## config.mk

```make
export PLATFORM = sky130hd
export DESIGN_NAME = counter_display
export DESIGN_NICKNAME = d
export VERILOG_FILES = /design/src/rtl/counter_display_pkg.sv /design/src/rtl/bcd_serial_converter.sv /design/src/rtl/counter_display.sv
export SDC_FILE = /design/constraint.sdc
export NUM_CORES = 1
export LEC_CHECK = 0
export BUFFER_PORTS_ARGS = -buffer_cell sky130_fd_sc_hd__buf_4
export CELL_PAD_IN_SITES_DETAIL_PLACEMENT = 1
export CELL_PAD_IN_SITES_GLOBAL_PLACEMENT = 2
export CORE_MARGIN = 3
export CORE_UTILIZATION = 38
export CTS_CLUSTER_DIAMETER = 60
export DETAILED_ROUTE_END_ITERATION = 10
export MAX_ROUTING_LAYER = met4
export PLACE_DENSITY = 0.91
export SYNTH_ARGS = -nofsm -noshare
export SYNTH_HDL_FRONTEND = slang
export SYNTH_SLANG_ARGS = --single-unit
```

## constraint.sdc

```tcl
create_clock -name i_clk -period 4.2 [get_ports i_clk]
set_input_delay 0.84 -clock i_clk [delete_from_list [all_inputs] [get_ports i_clk]]
set_output_delay 0.84 -clock i_clk [all_outputs]
set_load 0.03 [all_outputs]
```

## src/rtl/counter_display_pkg.sv

```systemverilog
// Shared types, constants and helpers for the counter_display pipeline.
package counter_display_pkg;

  // Counter modes as presented on i_mode.
  typedef enum logic [1:0] {
    MODE_HOLD = 2'b00,
    MODE_UP   = 2'b01,
    MODE_DOWN = 2'b10,
    MODE_LOAD = 2'b11
  } mode_e;

  // Serial binary-to-BCD converter states.
  typedef enum logic [1:0] {
    ST_IDLE  = 2'b00,
    ST_SHIFT = 2'b01,
    ST_DONE  = 2'b10
  } conv_state_e;

  // Active-low seven-segment codes, bit order {g,f,e,d,c,b,a}.
  localparam logic [6:0] SEG_0     = 7'b1000000;
  localparam logic [6:0] SEG_1     = 7'b1111001;
  localparam logic [6:0] SEG_2     = 7'b0100100;
  localparam logic [6:0] SEG_3     = 7'b0110000;
  localparam logic [6:0] SEG_4     = 7'b0011001;
  localparam logic [6:0] SEG_5     = 7'b0010010;
  localparam logic [6:0] SEG_6     = 7'b0000010;
  localparam logic [6:0] SEG_7     = 7'b1111000;
  localparam logic [6:0] SEG_8     = 7'b0000000;
  localparam logic [6:0] SEG_9     = 7'b0010000;
  localparam logic [6:0] SEG_BLANK = 7'b1111111;

  // Encode one BCD nibble; non-decimal codes blank the digit.
  function automatic logic [6:0] seg7(input logic [3:0] digit);
    logic [6:0] seg;
    case (digit)
      4'd0:    seg = SEG_0;
      4'd1:    seg = SEG_1;
      4'd2:    seg = SEG_2;
      4'd3:    seg = SEG_3;
      4'd4:    seg = SEG_4;
      4'd5:    seg = SEG_5;
      4'd6:    seg = SEG_6;
      4'd7:    seg = SEG_7;
      4'd8:    seg = SEG_8;
      4'd9:    seg = SEG_9;
      default: seg = SEG_BLANK;
    endcase
    return seg;
  endfunction

  // 10**n for small n, usable in elaboration-time checks.
  function automatic int pow10(input int n);
    int r;
    r = 1;
    for (int i = 0; i < n; i++) begin
      r = r * 10;
    end
    return r;
  endfunction

endpackage

```

## src/rtl/bcd_serial_converter.sv

```systemverilog
// Sequential double-dabble converter with a single-entry pending request.
//
//   state    | meaning
//   ---------+-----------------------------------------------------------
//   ST_IDLE  | waiting; captures i_bin when a request or pending flag is set
//   ST_SHIFT | WIDTH cycles of add-3-then-shift over {bcd, bin}
//   ST_DONE  | one cycle; o_done tells the parent to latch o_bcd
module bcd_serial_converter
  import counter_display_pkg::*;
#(
  parameter int WIDTH  = 8,
  parameter int DIGITS = 3
) (
  input  logic                  i_clk,
  input  logic                  i_rst,
  input  logic                  i_req,
  input  logic [WIDTH-1:0]      i_bin,
  output logic                  o_busy,
  output logic                  o_done,
  output logic [4*DIGITS-1:0]   o_bcd
);

  localparam int CW = $clog2(WIDTH + 1);

  conv_state_e           r_state;
  conv_state_e           w_state_nxt;
  logic                  r_pend;
  logic                  r_busy;
  logic [WIDTH-1:0]      r_bin;
  logic [4*DIGITS-1:0]   r_bcd;
  logic [CW-1:0]         r_cnt;
  logic                  w_capture;
  logic                  w_shift;
  logic [4*DIGITS-1:0]   w_bcd_adj;

  // State register.
  always_ff @(posedge i_clk) begin
    if (i_rst) r_state <= ST_IDLE;
    else       r_state <= w_state_nxt;
  end

  // Next state; the shift down-counter reaching zero marks the last shift.
  always_comb begin
    w_state_nxt = r_state;
    w_capture   = 1'b0;
    w_shift     = 1'b0;
    case (r_state)
      ST_IDLE: begin
        if (i_req || r_pend) begin
          w_capture   = 1'b1;
          w_state_nxt = ST_SHIFT;
        end
      end
      ST_SHIFT: begin
        w_shift = 1'b1;
        if (r_cnt == '0) w_state_nxt = ST_DONE;
      end
      ST_DONE: begin
        w_state_nxt = ST_IDLE;
      end
      default: begin
        w_state_nxt = ST_IDLE;
      end
    endcase
  end

  // Add-3 correction of every BCD nibble that is 5 or more.
  always_comb begin
    w_bcd_adj = r_bcd;
    for (int d = 0; d < DIGITS; d++) begin
      if (r_bcd[4*d +: 4] >= 4'd5) w_bcd_adj[4*d +: 4] = r_bcd[4*d +: 4] + 4'd3;
    end
  end

  // Datapath: capture, shift, pending flag and registered busy.
  always_ff @(posedge i_clk) begin
    if (i_rst) begin
      r_bin  <= '0;
      r_bcd  <= '0;
      r_cnt  <= '0;
      r_pend <= 1'b0;
      r_busy <= 1'b0;
    end else begin
      r_busy <= (w_state_nxt != ST_IDLE);
      if (w_capture) begin
        r_bin  <= i_bin;
        r_bcd  <= '0;
        r_cnt  <= CW'(WIDTH - 1);
        r_pend <= 1'b0;
      end else begin
        // Only one pending slot: later requests overwrite nothing, the capture
        // simply takes whatever count is current at that moment.
        if (i_req) r_pend <= 1'b1;
        if (w_shift) begin
          {r_bcd, r_bin} <= {w_bcd_adj, r_bin} << 1;
          r_cnt          <= r_cnt - CW'(1);
        end
      end
    end
  end

  assign o_busy = r_busy;
  assign o_done = (r_state == ST_DONE);
  assign o_bcd  = r_bcd;

endmodule

```

## src/rtl/counter_display.sv

```systemverilog
// Prescaler, mode-controlled counter and seven-segment output stage around
// the serial BCD converter.
module counter_display
  import counter_display_pkg::*;
#(
  parameter int DIV    = 25000000,
  parameter int WIDTH  = 8,
  parameter int DIGITS = 3
) (
  input  logic                  i_clk,
  input  logic                  i_rst,
  input  logic                  i_en,
  input  logic [1:0]            i_mode,
  input  logic [WIDTH-1:0]      i_load,
  output logic                  o_tick,
  output logic [WIDTH-1:0]      o_count,
  output logic                  o_busy,
  output logic                  o_upd,
  output logic [7*DIGITS-1:0]   o_sseg
);

  localparam int PW = (DIV > 1) ? $clog2(DIV) : 1;

  if (WIDTH < 2 || WIDTH > 16) begin : g_bad_width
    $error("counter_display: WIDTH must be 2..16");
  end
  if (DIGITS > 5) begin : g_bad_digits
    $error("counter_display: DIGITS must not exceed 5");
  end else if (pow10(DIGITS) <= (2 ** WIDTH) - 1) begin : g_few_digits
    $error("counter_display: DIGITS too small for WIDTH");
  end

  logic [PW-1:0]         r_presc;
  logic [PW-1:0]         w_presc_nxt;
  logic                  r_tick;
  logic [WIDTH-1:0]      r_count;
  logic                  r_req;
  logic                  r_upd;
  logic [7*DIGITS-1:0]   r_sseg;
  logic                  w_busy;
  logic                  w_done;
  logic [4*DIGITS-1:0]   w_bcd;

  // The tick cycle always completes (wrap to 0) even if i_en drops in it.
  always_comb begin
    w_presc_nxt = r_presc;
    if (r_tick)    w_presc_nxt = '0;
    else if (i_en) w_presc_nxt = r_presc + PW'(1);
  end

  // Prescaler and registered tick aligned with the DIV-1 prescaler value.
  always_ff @(posedge i_clk) begin
    if (i_rst) begin
      r_presc <= '0;
      r_tick  <= 1'b0;
    end else begin
      r_presc <= w_presc_nxt;
      r_tick  <= (w_presc_nxt == PW'(DIV - 1));
    end
  end

  // Counter update on each tick; every write raises a conversion request.
  always_ff @(posedge i_clk) begin
    if (i_rst) begin
      r_count <= '0;
      r_req   <= 1'b0;
    end else begin
      r_req <= r_tick;
      if (r_tick) begin
        case (mode_e'(i_mode))
          MODE_UP:   r_count <= r_count + WIDTH'(1);
          MODE_DOWN: r_count <= r_count - WIDTH'(1);
          MODE_LOAD: r_count <= i_load;
          default:   r_count <= r_count;
        endcase
      end
    end
  end

  bcd_serial_converter #(
    .WIDTH  (WIDTH),
    .DIGITS (DIGITS)
  ) u_conv (
    .i_clk  (i_clk),
    .i_rst  (i_rst),
    .i_req  (r_req),
    .i_bin  (r_count),
    .o_busy (w_busy),
    .o_done (w_done),
    .o_bcd  (w_bcd)
  );

  // Latch encoded digits and pulse o_upd when the converter finishes.
  always_ff @(posedge i_clk) begin
    if (i_rst) begin
      r_sseg <= {DIGITS{SEG_0}};
      r_upd  <= 1'b0;
    end else begin
      r_upd <= w_done;
      if (w_done) begin
        for (int d = 0; d < DIGITS; d++) begin
          r_sseg[7*d +: 7] <= seg7(w_bcd[4*d +: 4]);
        end
      end
    end
  end

  assign o_tick  = r_tick;
  assign o_count = r_count;
  assign o_busy  = w_busy;
  assign o_upd   = r_upd;
  assign o_sseg  = r_sseg;

endmodule
```

======== Word-level counts from Yosys, hierarchy flattened ========
Memories as Yosys holds them, arrays and structs flattened. A register that Yosys moved wholly into a read port is not among the register bits.
Index checks and enable logic that the tools add are counted.
storage, ports and cells
  bits in read-only memories .............. 336
  memories ................................ 3
  logic and storage cells ................. 55
  bits of input ports ..................... 13
  output and inout bits ................... 32
  flip-flop bits (word level) ............. 64
operators by class
  $lt $le $gt $ge ......................... 3
  add/subtract/negate cells ............... 7
  eq/ne operators ......................... 6
  reductions and logical operators ........ 8
  muxes and demuxes ....................... 16
memories
  name             depth  width  rd ports  clocked after Yosys merged registers in  write ports  line                       source
  (no name shown)  16     7      1         1                                        0            counter_display_pkg.sv:35  case (digit)
  (no name shown)  16     7      1         1                                        0            counter_display_pkg.sv:35
  (no name shown)  16     7      1         1                                        0            counter_display_pkg.sv:35
operators with widths
  cell                     count
  $mux W25                 2
  $add A25 B1 Y25 const B  1
  $eq A25 B25 Y1 const B   1
  $pmux W8 S3              1
  $mux W8                  2
  $ge A4 B3 Y1 const B     3
  $mux W3                  3
  $add A4 B2 Y4 const B    2
  $add A8 B1 Y8 const B    1
  $mux W4                  2
  $sub A8 B1 Y8 const B    1
  $eq A2 B2 Y1 const B     3
  $eq A2 B1 Y1 const B     2
  $logic_not A4 Y1         1
  $mux W2                  2
  $pmux W2 S2              1
  $reduce_bool A2 Y1       2
  $sub A4 B1 Y4 const B    1
  $add A3 B2 Y3 const B    1
  $mux W1                  3
  $reduce_bool A3 Y1       1
  $logic_not A2 Y1         1
  $reduce_and A2 Y1        1
  $reduce_or A2 Y1         1
  $logic_or A1 B1 Y1       1

======== Depth between registers and ports, before layout ========
Gate-level depths: netlist (run 1).
  depth after elaboration ................. 4
  depth in mapped cells ................... 9
  gate-level depth less buffers ........... 9

======== Hierarchy ========
A second synthesis (run 1) with hierarchy kept.
second synthesis, totals
  cell total of the unflattened synthesis .. 591
  area, all modules ....................... 4934.7 µm²
by module, submodules not included
  module                seq. area each (µm²)  times used  area an instance (µm²)  cells an instance
  counter_display       1141.1                1           3429.5                  423
  bcd_serial_converter  560.5                 1           1505.2                  168

======== Least setup slack after synthesis (run 1) ========
OpenSTA, ideal clock, no wires.
  path kind ............................... input port to flip-flop
  from .................................... input i_mode[0]
  to ...................................... register r_count[7], in the netlist o_count[7]
  data arrival time ....................... 2392 ps
  data required time ...................... 4104 ps
  setup slack ............................. 1712 ps
  buffers on the path ..................... 0
  setup time .............................. 96 ps
  cell stages on the path ................. 9
  cell sequence ........................... nand2b_1 inv_1 ha_1 a21oi_1 o211ai_1 a2111oi_0 or3_1 a21oi_1 nor4b_1
between the ends
  word-level cells in the longest chain between the ends .. 3
  elaborated cells on any way between the ends .. 6
  classes of those cells .................. eq/ne: 3; mux: 1; reduce/logical: 2
ends and longest elaborated chain
  element                                              line                   source
  start: declaration                                   counter_display.sv:13  input logic [1:0] i_mode,
  $eq A2 B2 Y1 / $eq A2 B1 Y1 (equally long branches)  counter_display.sv:70  case (mode_e'(i_mode))
  $reduce_bool A3 Y1 (no source line)                  -
  $reduce_and A2 Y1 (no source line)                   -
  end signal: assignment                               counter_display.sv:71  MODE_UP: r_count <= r_count + WIDTH'(1);
  end signal: assignment                               counter_display.sv:72  MODE_DOWN: r_count <= r_count - WIDTH'(1);
  end signal: assignment                               counter_display.sv:73  MODE_LOAD: r_count <= i_load;
  end: declaration                                     counter_display.sv:36  logic [WIDTH-1:0] r_count;
Several ways; a longest one is shown, not always the timed one.
A chain may end at the register's enable or synchronous reset.

======== Worst setup path after layout (run 1) ========
Ends and elaborated chain as after synthesis.

==> results of run 1 <==
## layer usage
metal,vias up,global-route usage [%],part of all wire [%]
li1,2071,-,-
met1,1981,22.7,46
met2,67,33.0,49
met3,19,4.77,3.0
met4,0,5.65,1.8
met5,-,-,0
## metrics by stage
stage | instance area, µm² | utilization [%] | cells | hold slack [ns]
6_report | 5360 | 46.0 | 748 | 0.455
5_1_grt | 5360 | 46.0 | 748 | 0.469
4_1_cts | 5360 | 46.0 | 748 | 0.454
3_5_place_dp | 5010 | 43.0 | 732 | 0.450
3_3_place_gp | 5010 | 43.0 | 732 | 0.440
2_1_floorplan | 4630 | - | 577 | 0.432
## state kept, by name, summed over array words and instances, names as in the netlist
signal          count
o_count             8
o_sseg             21
o_tick              1
o_upd               1
r_presc            25
r_req               1
u_conv.o_bcd       12
u_conv.o_busy       1
u_conv.r_bin        8
u_conv.r_cnt        4
u_conv.r_pend       1
u_conv.r_state      2
## power by group
| part | switching (µW) | internal [µW] | total [µW] |
|---|---|---|---|
| combinational | 30.8 | 17.8 | 48.6 |
| clock | 353 | 584 | 937 |
| sequential | 3.16 | 808 | 811 |
## layout make-up
| cell class | instances | share of cell area [%] |
|---|---|---|
| inverter | 23 | 1.61 |
| sequential | 85 | 31.7 |
| timing repair buffer | 46 | 6.44 |
| tap | 143 | 3.34 |
| multi-input combinational | 435 | 50.4 |
| clock inverter | 7 | 2.29 |
| clock buffer | 9 | 4.20 |
## cells in the final DEF, fill, tap and decap left out, types with 3 or more instances in the layout
cell type  instances
o221ai_1           3
o211ai_1           9
o22ai_1            3
or3_1              7
a311oi_1          13
nand4b_1           4
a211oi_1           8
nand4_1            5
inv_1             21
xnor2_1           19
nor2_1            80
nor3_1            19
mux2i_1           13
ha_1              23
nor4b_1            3
a21oi_1           50
o21ai_0           25
clkbuf_16          9
nand2b_1          11
nor4_1             4
xor2_1            15
buf_4             46
dfxtp_1           85
nor3b_1            3
bufinv_16          3
nor2b_1            4
nand3_1           17
nand2_1           61
and3_1             8
## cells by family after synthesis
group | Yosys count | synth area share (%)
multiplexers | 15 | 3.30
adder cells (fa/ha/maj) | 24 | 6.65
flip-flops | 85 | 36.8
AND/OR/NAND/NOR | 240 | 25.7
AO/OA/AOI/OAI | 122 | 16.3
buffers and inverters | 57 | 4.84
XOR/XNOR | 34 | 6.43
## worst max-delay path, cell delays in order
cell,delay [ns]
buf_4,0.14
nand2b_1,0.17
inv_1,0.19
ha_1,0.27
a21oi_1,0.20
o211ai_1,0.13
a2111oi_0,0.37
or3_1,0.20
a21oi_1,0.05
nor4b_1,0.26
## worst max path at each step
stage	end	slack, ns
3_3_place_gp	o_count[7]$_SDFFE_PP0P_	1.38
2_1_floorplan	o_count[7]$_SDFFE_PP0P_	1.71
6_report	o_count[7]$_SDFFE_PP0P_	1.63
5_1_grt	o_count[7]$_SDFFE_PP0P_	1.30
4_1_cts	o_count[7]$_SDFFE_PP0P_	1.62
3_5_place_dp	o_count[7]$_SDFFE_PP0P_	1.28
==> results.md, run 1 <==
- Outcome: finished clean
- Initial antenna violation count: 0
- Worst min-delay path startpoint: u_conv.r_bin[7]$_SDFFE_PP0P_
- Class of the most critical setup path: input port to register
- Largest net degree at the start of global routing: 48
- Worst Setup SP: i_mode[0]
- CTS Root Cell: clkbuf_16
- Core Area: approximately 12,000 µm²
- Synth warn: 0
- RSZ-0062 raised after global routing: no
- Total grt overflow: 0
- PostCTS Resize Cnt: 0
- Syn Nets: between 600 and 700
- Postcts setup bufs: 0
- Drt drc: 0
- Nets: ~640
- Critical Path Start Type: input port
- Count leader, synth: dfxtp_1
- Endpoints failing hold: 0
- Total power: approximately 1800 µW
- Slew Viols, Final: 0
- Initial DRC Count: between 150 and 200
- Shortest period the worst path allows: 2.57 ns
- Post-Syn Area per Cell: 8.02 µm²
- CTS tree: done
- Syn-to-layout area delta: 15.9%
- # diodes: 0
- Max VDD drop: between 0.00015 and 0.0002 V
- Min-delay worst type: register to register
- Worst-path clk slew: 0.07 ns
- Post-route ant nets: 0
- Die Width: 116 µm
- P_leak: approximately 0.0020 µW
- Fin crit share: slightly above 60%
- Worst hold path depth: 2
- Power Density: around 330 nW/µm²
- Die extent in y: between 100 and 150 µm
- Crit path max fanout: 11
- Synthesized flop and latch total: 85
- Top-level I/O count: 45
- Total length of routed wires: between 10,000 and 15,000 µm
- List of most frequent post-synthesis cells: 85 x dfxtp_1, 80 x nor2_1, 61 x nand2_1
- Skew final: between 0.007 and 0.008 ns
- CTS Sinks: 85
- Port Buffers: between 40 and 50
- Filler cell count: ~1,400
- Row count: 39
- Layout cells sized above 1: 12.2%
- Reg-to-Reg Start: r_presc[3]$_SDFF_PP0_
- Max Clock Freq: 389 MHz
- Final setup viols: 0
- Slew Limit Headroom: a little under a third
- Vias in the first global route: between 4,000 and 5,000
- Worst EP arrival: around 2.8 ns
- Setup crit end kind: register
- CTS buffer count: 9
- Critical R2R Capture: o_tick$_SDFF_PP0_
- R2R Setup Slk: approximately 1.9 ns
- Register area: roughly 1700 µm²
- Worst Reg-to-Reg Cells: 6
- Drt pass-1 iters: 4
- Hold Path End: u_conv.o_bcd[0]$_SDFFE_PP0P_
- Post-Syn Instances: just under 600
- Detailed placement HPWL: approximately 8600 µm
- Synth async-reset ratio: 0%
- Post-synthesis sequential area ratio: between 30% and 40%
- Tot GR Track Use: about a fifth
- CP required: about 4.5 ns
- Setup TNS: 0 ns
- Post-synth top flop: dfxtp_1
- Max cap viols: 0
- Top cell type's share of synthesized area: a little under two fifths
- Area contributors post-synth: dfxtp_1 37%, nor2_1 6.5%, ha_1 6.2%, a21oi_1 5.4%, nand2_1 4.9%
- Synth area leader: dfxtp_1
- Multi-input gate area: ~2700 µm²
- First-pass GRT wire length: 20,300 µm
- Routed WL per cell: roughly 16 µm
- Actual slew at the worst max-slew pin: 1.02 ns
- Initial core utilization: around two fifths
- Via count: between 4,000 and 5,000
- RD Place Congestion: about 0.83
- CTS Buffer Depth: 2
- Mapped cell area: approximately 4600 µm²
- Total Die Area: between 10,000 and 15,000 µm²
- Library cells used by synthesis: 50
- PnR worst setup slack: 1.63 ns
- H-tree depth: 3
- Number of synthesized flops with an enable pin: 0
- Vias/cell: 5.53
- CTS Hold Buffers Added: 0
- Worst-Skew Late Latency: ~0.35 ns
- Setup slack at placement: 1.28 ns
Note: power is estimated with default switching activity, not from simulation.
==> run 2: changes to the inputs <==
Settings changed: CORE_UTILIZATION 38 to 35, PLACE_DENSITY 0.91 to 0.85.
Clock period 4.2 ns to 2.4 ns, I/O delays scaled along.
==> results.md, run 2 (same netlist as run 1, synthesis figures left out) <==
- Outcome: finished clean
- Postcts setup bufs: 0
- Setup crit end kind: register
- CTS tree: done
- CTS buffer count: 9
- Top delay family on crit path: simple AND/OR/NAND/NOR gates
- Skew final: 0.00599 ns
- CP bufs+invs: 0
- Final setup viols: 0
- Endpoints failing hold: 0
- Most common cell on crit path: nand3_1
- Total Die Area: about 15,000 µm²
- Largest net degree at the start of global routing: 46
- Total grt overflow: 0
- Max cap viols: 0
- Register area: 1700 µm²
- P_int: 2150 µW
- Worst-path clk slew: 0.07 ns
- Via count: around 4,000
- Filler cell count: ~1,500
- Clock network fraction of design power: about 46%
- RSZ-0062 raised after global routing: no
- Worst EP arrival: approximately 2.4 ns
- Critical Path Start Type: register
- Max reg flops: 25
- CTS Hold Buffers Added: 0
- Worst path cell trace: ha_1 -> nand3_1 -> nor3b_1 -> o21ai_0 -> a2111oi_2 -> nand3_1 -> nor4_2
- Max Clock Freq: approximately 470 MHz
- Initial antenna violation count: 0
- Power Density: ~520 nW/µm²
- Max VDD drop: around 0.00035 V
- Vias/cell: approximately 5.2
- Syn-to-layout area delta: 17.6%
- Fin crit share: 87.8%
- Initial core utilization: ~36%
- RD Place Congestion: between 0.7 and 0.8
- H-tree depth: 3
- Vias in the first global route: approximately 4,300
- Die Width: between 100 and 150 µm
- Commonest non-fill, non-tap cell in the layout: dfxtp_1
- CP required: around 2.7 ns
- Max incr delay on CP: about 0.44 ns
- Row count: 41
- Post-route ant nets: 0
- P_leak: approximately 0.0020 µW
- Port Buffers: between 40 and 50
- Worst-Skew Late Latency: about 0.35 ns
- Routed WL per cell: ~15 µm
- Class of the most critical setup path: register to register
- Final non-filler cell total: slightly below 800
- Initial DRC Count: 130
- First-pass GRT wire length: approximately 20,000 µm
- Slew Limit Headroom: 62.1%
- Shortest period the worst path allows: 2.11 ns
- Critical-path top delay cell: dfxtp_1
- NetSw: roughly 660 µW
- Tot GR Track Use: 17.6%
- Die extent in y: 121 µm
- Setup slack at placement: -0.00746 ns
- Nets: between 600 and 700
- Flop pwr share: 50.4%
- Drt drc: 0
- WHS: approximately 0.45 ns
- Slew Viols, Final: 0
- Placed cells: roughly 780
- Crit path max fanout: 5
- Min-delay worst type: input port to register
- Net Sw Frac: 23.6%
- # diodes: 0
- Drt pass-1 iters: 4
- CTS Sinks: 85
- Most flops, register: r_presc
- Actual slew at the worst max-slew pin: roughly 0.57 ns
- Top-level I/O count: 45
- CTS Buffer Depth: 2
- Combinational share of power: under 10%
- Total length of routed wires: around 12,000 µm
- Layout cells sized above 1: between 10 and 15%
- Most frequent cells in the layout: 85 x dfxtp_1, 80 x nor2_1, 61 x nand2_1
- Detailed placement HPWL: ~8800 µm
- Core Area: about 13,000 µm²
- PnR worst setup slack: slightly below 0.3 ns
- Multi-input gate area: approximately 2700 µm²
- CTS Root Cell: clkbuf_16
run 2: cell count changes in the layout (fill, tap and decap cells not counted), sizes merged:
cell / change
clkinv: -1
inv: -1
bufinv: -3
clkbuf: +2
clkinvlp: +3
buf: +14
run 2: worst paths after layout:
check	to	slack, ns	cells past startpoint	from
hold / removal	o_count[3]$_SDFFE_PP0P_	0.45	3	i_load[3]
setup reg to reg	o_tick$_SDFF_PP0_	0.29	7	r_presc[0]$_SDFF_PP0_
hold reg to reg	o_sseg[12]$_SDFFE_PP0P_	0.46	2	o_sseg[12]$_SDFFE_PP0P_
setup / recovery	o_tick$_SDFF_PP0_	0.29	7	r_presc[0]$_SDFF_PP0_
run 2: metrics by stage:
step / total power, µW / area (µm²) / utilization (%) / TNS, ns
2_1_floorplan: 1510 / 4630 / - / 0
3_5_place_dp: 1550 / 5160 / 40.4 / -0.00746
5_1_grt: 2940 / 5440 / 42.6 / 0
3_3_place_gp: 1540 / 5160 / 40.4 / 0
6_report: 2820 / 5440 / 42.6 / 0
4_1_cts: 2880 / 5430 / 42.5 / 0
run 2: what timing repair did:
item	4_1_cts	5_1_grt
endpoints found under the setup margin	0	1
hold endpoints to repair	0	0
resized for setup	0	2
run 2: final cells by class:
type	instances	share of cell area, %
clock inverter	5	0.690
sequential	85	31.3
inverter	23	1.59
multi-input combinational	435	49.9
clock buffer	11	4.28
tap	172	3.95
timing repair buffer	60	8.28
run 2: power groups by stage:
stage                     registers (µW)  logic, µW  clock network, µW
after floorplan                     1450       57.1                  0
after global placement              1450       90.5                  0
after detailed placement            1450       94.4                  0
after CTS                           1420       94.7               1360
after global routing                1420        104               1420
final                               1420       93.1               1310
run 2: worst register-to-register path: cells and delay by family (launching register included):
kind            cells  cell delay, ns
simple gates        4            0.84
flops               1            0.44
compound gates      2            0.49
fa+ha+maj           1            0.26
run 2: metal layers:
metal / vias up / track usage (%) / wire (µm)
li1: 2097 / - / -
met1: 1961 / 21.7 / 5590
met2: 54 / 29.0 / 5810
met3: 10 / 3.64 / 354
met4: 0 / 5.59 / 152
met5: - / - / 0
